<file path="src/rtl/branch_predictor_ctrl_pkg.sv">
// Shared types for the branch predictor controller: FSM states and 2-bit counter encodings.
package branch_predictor_ctrl_pkg;

  typedef enum logic {
    StInit = 1'b0,
    StRun  = 1'b1
  } bp_state_e;

  typedef enum logic [1:0] {
    CtrSnt = 2'd0,
    CtrWnt = 2'd1,
    CtrWt  = 2'd2,
    CtrSt  = 2'd3
  } bp_ctr_e;

  localparam bp_ctr_e CtrReset = CtrWnt;

endpackage

</file>
<file path="src/rtl/branch_predictor_ctrl_sat_counter.sv">
// Next-state function of a 2-bit saturating direction counter.
module branch_predictor_ctrl_sat_counter
  import branch_predictor_ctrl_pkg::*;
(
  input  logic [1:0] ctr,
  input  logic       taken,
  output logic [1:0] ctr_next
);

  always_comb begin
    ctr_next = ctr;
    if (taken) begin
      if (ctr != CtrSt) ctr_next = ctr + 2'd1;
    end else begin
      if (ctr != CtrSnt) ctr_next = ctr - 2'd1;
    end
  end

endmodule

</file>
<file path="src/rtl/branch_predictor_ctrl.sv">
// Direction/target predictor with misprediction flush/redirect and saturating perf counters.
// Tables are cleared one entry per cycle after reset before prediction is enabled.
module branch_predictor_ctrl
  import branch_predictor_ctrl_pkg::*;
#(
  parameter int unsigned INDEX_BITS = 6,
  parameter int unsigned TAG_BITS   = 8
) (
  input  logic        clk,
  input  logic        reset_n,
  input  logic [31:0] if_pc,
  output logic        predict_taken,
  output logic [31:0] predict_target,
  input  logic        ex_branch,
  input  logic [31:0] ex_pc,
  input  logic        ex_pred_taken,
  input  logic [31:0] ex_pred_target,
  input  logic        ex_branch_taken,
  input  logic [31:0] ex_branch_target,
  output logic        flush,
  output logic [31:0] redirect_pc,
  output logic        init_busy,
  output logic [31:0] branch_count,
  output logic [31:0] miss_count
);

  localparam int unsigned Entries = 2 ** INDEX_BITS;
  localparam int unsigned TagLsb  = INDEX_BITS + 2;
  localparam int unsigned TagMsb  = INDEX_BITS + TAG_BITS + 1;

  logic [1:0]          ctr_q        [Entries];
  logic                btb_valid_q  [Entries];
  logic [TAG_BITS-1:0] btb_tag_q    [Entries];
  logic [31:0]         btb_target_q [Entries];

  bp_state_e             state_q, state_d;
  logic [INDEX_BITS-1:0] clr_idx_q;
  logic [31:0]           branch_count_q, miss_count_q;

  logic [INDEX_BITS-1:0] if_idx, ex_idx;
  logic [TAG_BITS-1:0]   if_tag, ex_tag;
  logic [1:0]            ctr_next;
  logic                  run, hit, miss;

  assign if_idx = if_pc[INDEX_BITS+1:2];
  assign ex_idx = ex_pc[INDEX_BITS+1:2];
  assign if_tag = if_pc[TagMsb:TagLsb];
  assign ex_tag = ex_pc[TagMsb:TagLsb];

  logic unused_pc_bits;
  assign unused_pc_bits = ^{if_pc[31:TagMsb+1], if_pc[1:0], ex_pc[31:TagMsb+1], ex_pc[1:0]};

  branch_predictor_ctrl_sat_counter u_sat_counter (
    .ctr      (ctr_q[ex_idx]),
    .taken    (ex_branch_taken),
    .ctr_next (ctr_next)
  );

  always_comb begin
    state_d = state_q;
    if (state_q == StInit && clr_idx_q == {INDEX_BITS{1'b1}}) state_d = StRun;
  end

  always_ff @(posedge clk) begin
    if (!reset_n) begin
      state_q   <= StInit;
      clr_idx_q <= '0;
    end else begin
      state_q <= state_d;
      if (state_q == StInit) clr_idx_q <= clr_idx_q + 1'b1;
    end
  end

  // Gating with reset_n keeps outputs at their reset values while reset is held.
  assign run = reset_n && (state_q == StRun);

  always_comb begin
    hit            = btb_valid_q[if_idx] && (btb_tag_q[if_idx] == if_tag);
    predict_taken  = run && hit && ctr_q[if_idx][1];
    predict_target = predict_taken ? btb_target_q[if_idx] : if_pc + 32'd4;
    miss           = ex_branch && ((ex_pred_taken != ex_branch_taken) ||
                                   (ex_branch_taken && (ex_pred_target != ex_branch_target)));
    flush          = run && miss;
    redirect_pc    = flush ? ex_branch_target : 32'd0;
    init_busy      = !run;
  end

  // Tables need no reset of their own; the StInit sweep clears them.
  always_ff @(posedge clk) begin
    if (reset_n) begin
      if (state_q == StInit) begin
        ctr_q[clr_idx_q]       <= CtrReset;
        btb_valid_q[clr_idx_q] <= 1'b0;
      end else if (ex_branch) begin
        ctr_q[ex_idx] <= ctr_next;
        if (ex_branch_taken) begin
          btb_valid_q[ex_idx]  <= 1'b1;
          btb_tag_q[ex_idx]    <= ex_tag;
          btb_target_q[ex_idx] <= ex_branch_target;
        end
      end
    end
  end

  always_ff @(posedge clk) begin
    if (!reset_n) begin
      branch_count_q <= '0;
      miss_count_q   <= '0;
    end else if (state_q == StRun) begin
      if (ex_branch && branch_count_q != '1) branch_count_q <= branch_count_q + 32'd1;
      if (flush && miss_count_q != '1) miss_count_q <= miss_count_q + 32'd1;
    end
  end

  assign branch_count = branch_count_q;
  assign miss_count   = miss_count_q;

endmodule

</file>
<file path="config.mk">
export PLATFORM = sky130hd
export DESIGN_NAME = branch_predictor_ctrl
export DESIGN_NICKNAME = d
export VERILOG_FILES = /design/src/rtl/branch_predictor_ctrl_pkg.sv /design/src/rtl/branch_predictor_ctrl_sat_counter.sv /design/src/rtl/branch_predictor_ctrl.sv
export SDC_FILE = /design/constraint.sdc
export NUM_CORES = 2
export LEC_CHECK = 0
export CORE_MARGIN = 2
export CORE_UTILIZATION = 56
export DETAILED_ROUTE_END_ITERATION = 10
export GPL_ROUTABILITY_DRIVEN = 1
export PLACE_DENSITY = 0.76
export SETUP_SLACK_MARGIN = 0.2
export SLEW_MARGIN = 20
export SYNTH_ARGS = -nofsm -noshare
export SYNTH_HDL_FRONTEND = slang
export SYNTH_SLANG_ARGS = --single-unit
export TNS_END_PERCENT = 20
</file>
<file path="constraint.sdc">
create_clock -name clk -period 5.7 [get_ports clk]
set_input_delay 0.855 -clock clk [delete_from_list [all_inputs] [get_ports clk]]
set_output_delay 0.855 -clock clk [all_outputs]
set_load 0.03 [all_outputs]
</file>
* After elaboration in Yosys (flattened, before gate mapping)
Memory sizes are Yosys's and may differ from the RTL's. Cells that the tools add are included. W data, S select, Z words.
Cells by class: eq/ne operators 7, muxes and demuxes 23, reduce and logical (&&, ||, !) cells 17, add/subtract/negate cells 6, bitwise gates (word level) 1
Operators with widths (number):
- $add A32 B1 Y32 const B | 2
- $mux W32 | 2
- $ne A32 B32 Y1 const B | 2
- $add A32 B3 Y32 const B | 1
- $ne A32 B32 Y1 | 1
- $mux W1 | 15
- $mux W6 | 2
- $logic_and A1 B1 Y1 | 10
- $eq A8 B8 Y1 | 1
- $mux W2 | 4
- $add A6 B1 Y6 const B | 1
- $eq A6 B6 Y1 const B | 1
- $reduce_and A2 Y1 | 2
- $add A2 B1 Y2 const B | 1
- $ne A2 B2 Y1 const B | 1
- $reduce_bool A2 Y1 | 1
- $reduce_or A2 Y1 | 1
- $sub A2 B1 Y2 const B | 1
- $logic_not A1 Y1 | 1
- $logic_or A1 B1 Y1 | 1
- $ne A1 B1 Y1 | 1
- $not A1 Y1 | 1
- $reduce_or A1 Y1 | 1
Storage, ports and cells: output and inout bits 131, input bits 133, bits in registers 71, bits in writable memories 2752, logic and storage cells 62, memories 4
Memory list:
- btb_target_q | words 64, width 32, read ports 1, clocked after memory_dff 0, wr ports 1, RTL line branch_predictor_ctrl.sv:34 | logic [31:0] btb_target_q [Entries];
- btb_tag_q | words 64, width 8, read ports 1, clocked after memory_dff 0, wr ports 1, RTL line branch_predictor_ctrl.sv:33 | logic [TAG_BITS-1:0] btb_tag_q [Entries];
- ctr_q | words 64, width 2, read ports 2, clocked after memory_dff 0, wr ports 1, RTL line branch_predictor_ctrl.sv:31 | logic [1:0] ctr_q [Entries];
- btb_valid_q | words 64, width 1, read ports 1, clocked after memory_dff 0, wr ports 1, RTL line branch_predictor_ctrl.sv:32 | logic btb_valid_q [Entries];

* Longest topological paths before layout
depth in word-level cells 7, depth in mapped cells 17, gate-level depth less buffers 9

* By module
From an unflattened synthesis, not the netlist that was laid out.
Unflattened totals: cells, all modules 5170, area, all modules 111550.7 µm²
Modules (own cells, without submodules):
- branch_predictor_ctrl | instances 1, cells each 5167, sequential area each 84060.6 µm², area each 111524.5 µm²
- branch_predictor_ctrl_sat_counter | instances 1, cells each 3, sequential area each 0.0 µm², area each 26.3 µm²

* Worst setup path after synthesis
No wires, ideal clock.
path type in2out, from input port if_pc[3], to output port predict_target[0], setup slack 0.265 ns, buffers on the path 9, required time 4.845 ns, stages on the path 13, arrival 4.580 ns, path through buf_4 > buf_2 > buf_2 > buf_2 > buf_2 > buf_4 > buf_2 > clkbuf_1 > buf_1 > mux4_2 > mux4_2 > mux4_2 > mux2_1
Between the ends: word-level cells in the longest chain between the ends 6, elaborated cells on any way between the ends 9, classes of those cells eq/ne (1); mux (1); reduce/logical (3); memory (4)
Ends and longest elaborated chain:
- start: declaration | RTL line branch_predictor_ctrl.sv:11 | input logic [31:0] if_pc,
- $mem_v2 Z64 W8
- $eq A8 B8 Y1 | RTL line branch_predictor_ctrl.sv:78 | hit = btb_valid_q[if_idx] && (btb_tag_q[if_idx] == if_tag);
- $logic_and A1 B1 Y1 | RTL line branch_predictor_ctrl.sv:78
- $logic_and A1 B1 Y1 (2 in series) | RTL line branch_predictor_ctrl.sv:79 | predict_taken = run && hit && ctr_q[if_idx][1];
- $mux W32 * | RTL line branch_predictor_ctrl.sv:80 | predict_target = predict_taken ? btb_target_q[if_idx] : if_pc + 32'd4;
- end: declaration | RTL line branch_predictor_ctrl.sv:13 | output logic [31:0] predict_target,
Mark *: on every way between the ends. The rest lies on a longest branch, timed or not.

* Final worst setup path
from memory btb_tag_q[7][4], to output port predict_target[14]
Between the ends: word-level cells in the longest chain between the ends 6
Ends and longest elaborated chain (RTL line):
- start: declaration | branch_predictor_ctrl.sv:33
- $mem_v2 Z64 W8
- $eq A8 B8 Y1 | branch_predictor_ctrl.sv:78
- $logic_and A1 B1 Y1 | branch_predictor_ctrl.sv:78
- $logic_and A1 B1 Y1 (2 in series) | branch_predictor_ctrl.sv:79
- $mux W32 | branch_predictor_ctrl.sv:80
No other way between the ends.

==> flow_summary.toml <==
[run_status]
outcome = "completed"

[sta]
rsz0062_at_grt = "yes"
finalCritPeriodShare = 0.971
finClkSkew_ns = 0.0423
period_needed_ns = 5.53
slew_headroom = 0.239
fmax_ghz = 0.181
drv_slew = 0
setup_viol = 0
hold_viol = 0
worst_pin_slew_ns = 1.14

[finish]
layout.nets = 5955
regArea_sq_mm = 0.0841
fillers = 12300
multiInputGateArea_sq_mm = 0.0264
area_growth_pct = 15.9
post-route-util = 0.653
drive_gt1_frac = 0.292

[logic_synthesis]
synthesis.area_sq_mm = 0.111
synth-async-reset-ratio = 0
ys_top_cells_by_area = "edfxtp_1, mux4_2, dfxtp_1"
synth-edff-count = 2752
synthCells = 5204
synth_seq_cells = 2823
yosys_warnings = 0
ys_types = 71
syn_avg_cell_area_sq_um = 21.3
seq_area_frac_synth = 0.757
yosysTopAreaCell = "edfxtp_1"
synth_ff_type = "edfxtp_1"
yosys.area.top_type_share = 0.744
syn-num-nets = 5341

[setup_path]
slowest_delay_ns = 0.54
cp_max_fo = 6
path_cells = "mux4_2, mux4_2, o32ai_2, buf_4, o221ai_4, xor2_2, or4b_1, or4_4, buf_12, buf_12, mux2_4, buf_4"
slowest_stage = "mux4_2"
crit_arrival_ns = 4.68
worstPathRequired_ns = 4.85
end_kind = "output port"
path_class = "reg -> out"
cp-start-kind = "register"

[cts]
root_buffer = "clkbuf_16"
numCtsBuffers = 295
clk_pin_slew_ns = 0.06
cts_buffer_depth = 4
insertion_delay_ns = 0.96
cts_tree = "built"
cts_sinks = 2823
htree_levels = 5

[detailed_routing]
ant_nets = 0
wl_per_cell_um = 38.1
drt_iter0_drc = 10100
drt_pass1_iterations = 6
num_vias = 59700
drc_errors = 0
drt-total-wl_mm = 330
via_per_inst = 6.90

[global_routing]
grt_pass1_wl_mm = 461
grt_pass1_vias = 60800
grt_max_degree = 156
grt_overflow = 0
grt_usage = 0.328
antenna_found_initial = 22

[floorplan]
fp.dieArea_sq_mm = 0.202
die_y_um = 449
coreArea_sq_mm = 0.197
ios = 264
rows = 163
die_w_um = 449
start_util = 0.563

[job]
cap_violations = 0

[power]
leakage_nw = 41.2
power.density_mw_per_mm2 = 340
peakVddDrop_mv = 0.342
fin_total_pwr_mw = 43.8

[placement]
io_buffer_count = 245
post-dp-hpwl_mm = 180
gp_congestion = 0.888

[worst_hold_path]
min-delay-path-class = "in -> reg"
-- cells in the final DEF, fill, tap and decap left out, types with 71 or more instances in the layout --
cell	netlist	routed
mux2i_1	98	96
edfxtp_1	2752	2752
buf_4	14	305
nand3_1	88	88
nor2_1	252	187
nand2_1	183	183
mux4_2	778	778
clkbuf_16	0	303
dfxtp_1	71	71
clkdlybuf4s50_1	0	138
and2_1	79	79
-- stage by stage --
stage	setup TNS (ns)	std cells	cell area (sq um)	hold slack, ns	worst slack, ns
floorplan	0	5204	111000	0.563	0.265
global placement	0	8154	119000	0.473	0.00502
detailed placement	-0.131	8154	119000	0.488	-0.0255
CTS	0	8655	129000	0.272	0.0701
global route	0	8659	129000	0.277	0.0971
finish	0	8662	129000	0.312	0.168
-- cells by family after synthesis --
logic type               Yosys count  synth area share
AND/OR/NAND/NOR                  799            0.0342
flip-flops                      2823             0.757
buffers and inverters            286            0.0112
AO/OA/AOI/OAI                    257            0.0161
XOR/XNOR                         116           0.00915
adder cells (fa/ha/maj)            6          0.000631
multiplexers                     917             0.172
-- where the power goes --
part | internal (mW) | leakage [nW] | switching, mW
sequential | 22.7 | 25.7 | 0.00452
combinational | 0.897 | 11.0 | 1.29
clock | 10.9 | 4.48 | 7.93
total | 34.6 | 41.2 | 9.22
-- critical path, delay by kind of cell (launching register included) --
| family | cells | cell delay (ns) |
|---|---|---|
| AO/OA/AOI/OAI | 2 | 0.24 |
| XOR/XNOR | 1 | 0.18 |
| buffers and inverters | 4 | 0.70 |
| flip-flops | 1 | 0.38 |
| multiplexers | 3 | 1.32 |
| AND/OR/NAND/NOR | 2 | 0.92 |
-- registers in the layout (all words and copies together) (netlist names) --
name,cells
miss_count,32
btb_valid_q,64
ctr_q,128
branch_count,32
btb_tag_q,512
clr_idx_q,6
btb_target_q,2048
state_q,1
-- routing by layer --
metal,GRT usage,share of wire,up-vias
li1,-,-,22900
met1,0.424,0.33,30900
met2,0.514,0.47,4920
met3,0.0884,0.14,998
met4,0.177,0.065,6
met5,0,0.00012,-
-- repair_timing --
action | 4_1_cts | 5_1_grt
buffers inserted | 2 | 0
hold buffers | 0 | 0
pin swaps | 6 | 4
gates resized for setup | 46 | 17
endpoints found under the setup margin | 32 | 32
gates cloned | 2 | 2
-- path summary, 6_finish.rpt --
check / from / slack, ns / to / cells past startpoint
max: btb_tag_q[7][4]$_DFFE_PP_ / 0.17 / predict_target[14] / 12
min: ex_branch_target[29] / 0.31 / btb_target_q[48][29]$_DFFE_PP_ / 1
max reg2reg: state_q$_SDFFE_PN0P_ / 1.82 / btb_target_q[62][18]$_DFFE_PP_ / 7
min reg2reg: miss_count[5]$_SDFFE_PN0P_ / 0.51 / miss_count[5]$_SDFFE_PN0P_ / 1
-- synthesized netlist by cell type, drive strengths merged, types with 17 or more instances --
library cell,number
edfxtp,2752
mux4,778
nor2,253
nand2,183
buf,138
clkbuf,132
mux2i,98
nand3,88
and2,80
dfxtp,71
xnor2,61
xor2,55
o21ai,54
a22oi,41
mux2,41
nand4,41
nor2b,35
and3,28
a21oi,24
nor3,23
a21boi,21
o211ai,21
a221oi,19
nand2b,19
or3,17
-- area by class of cell --
type | count | share of cell area
flip-flops and latches | 2823 | 0.653
clock inverters | 145 | 0.0113
diodes | 4 | 0.0000778
repair buffers | 587 | 0.0445
multi-input cells | 2095 | 0.205
well taps | 2640 | 0.0257
inverters | 16 | 0.000544
clock buffers | 352 | 0.0602
No activity file was read; power rests on OpenSTA's default activity.
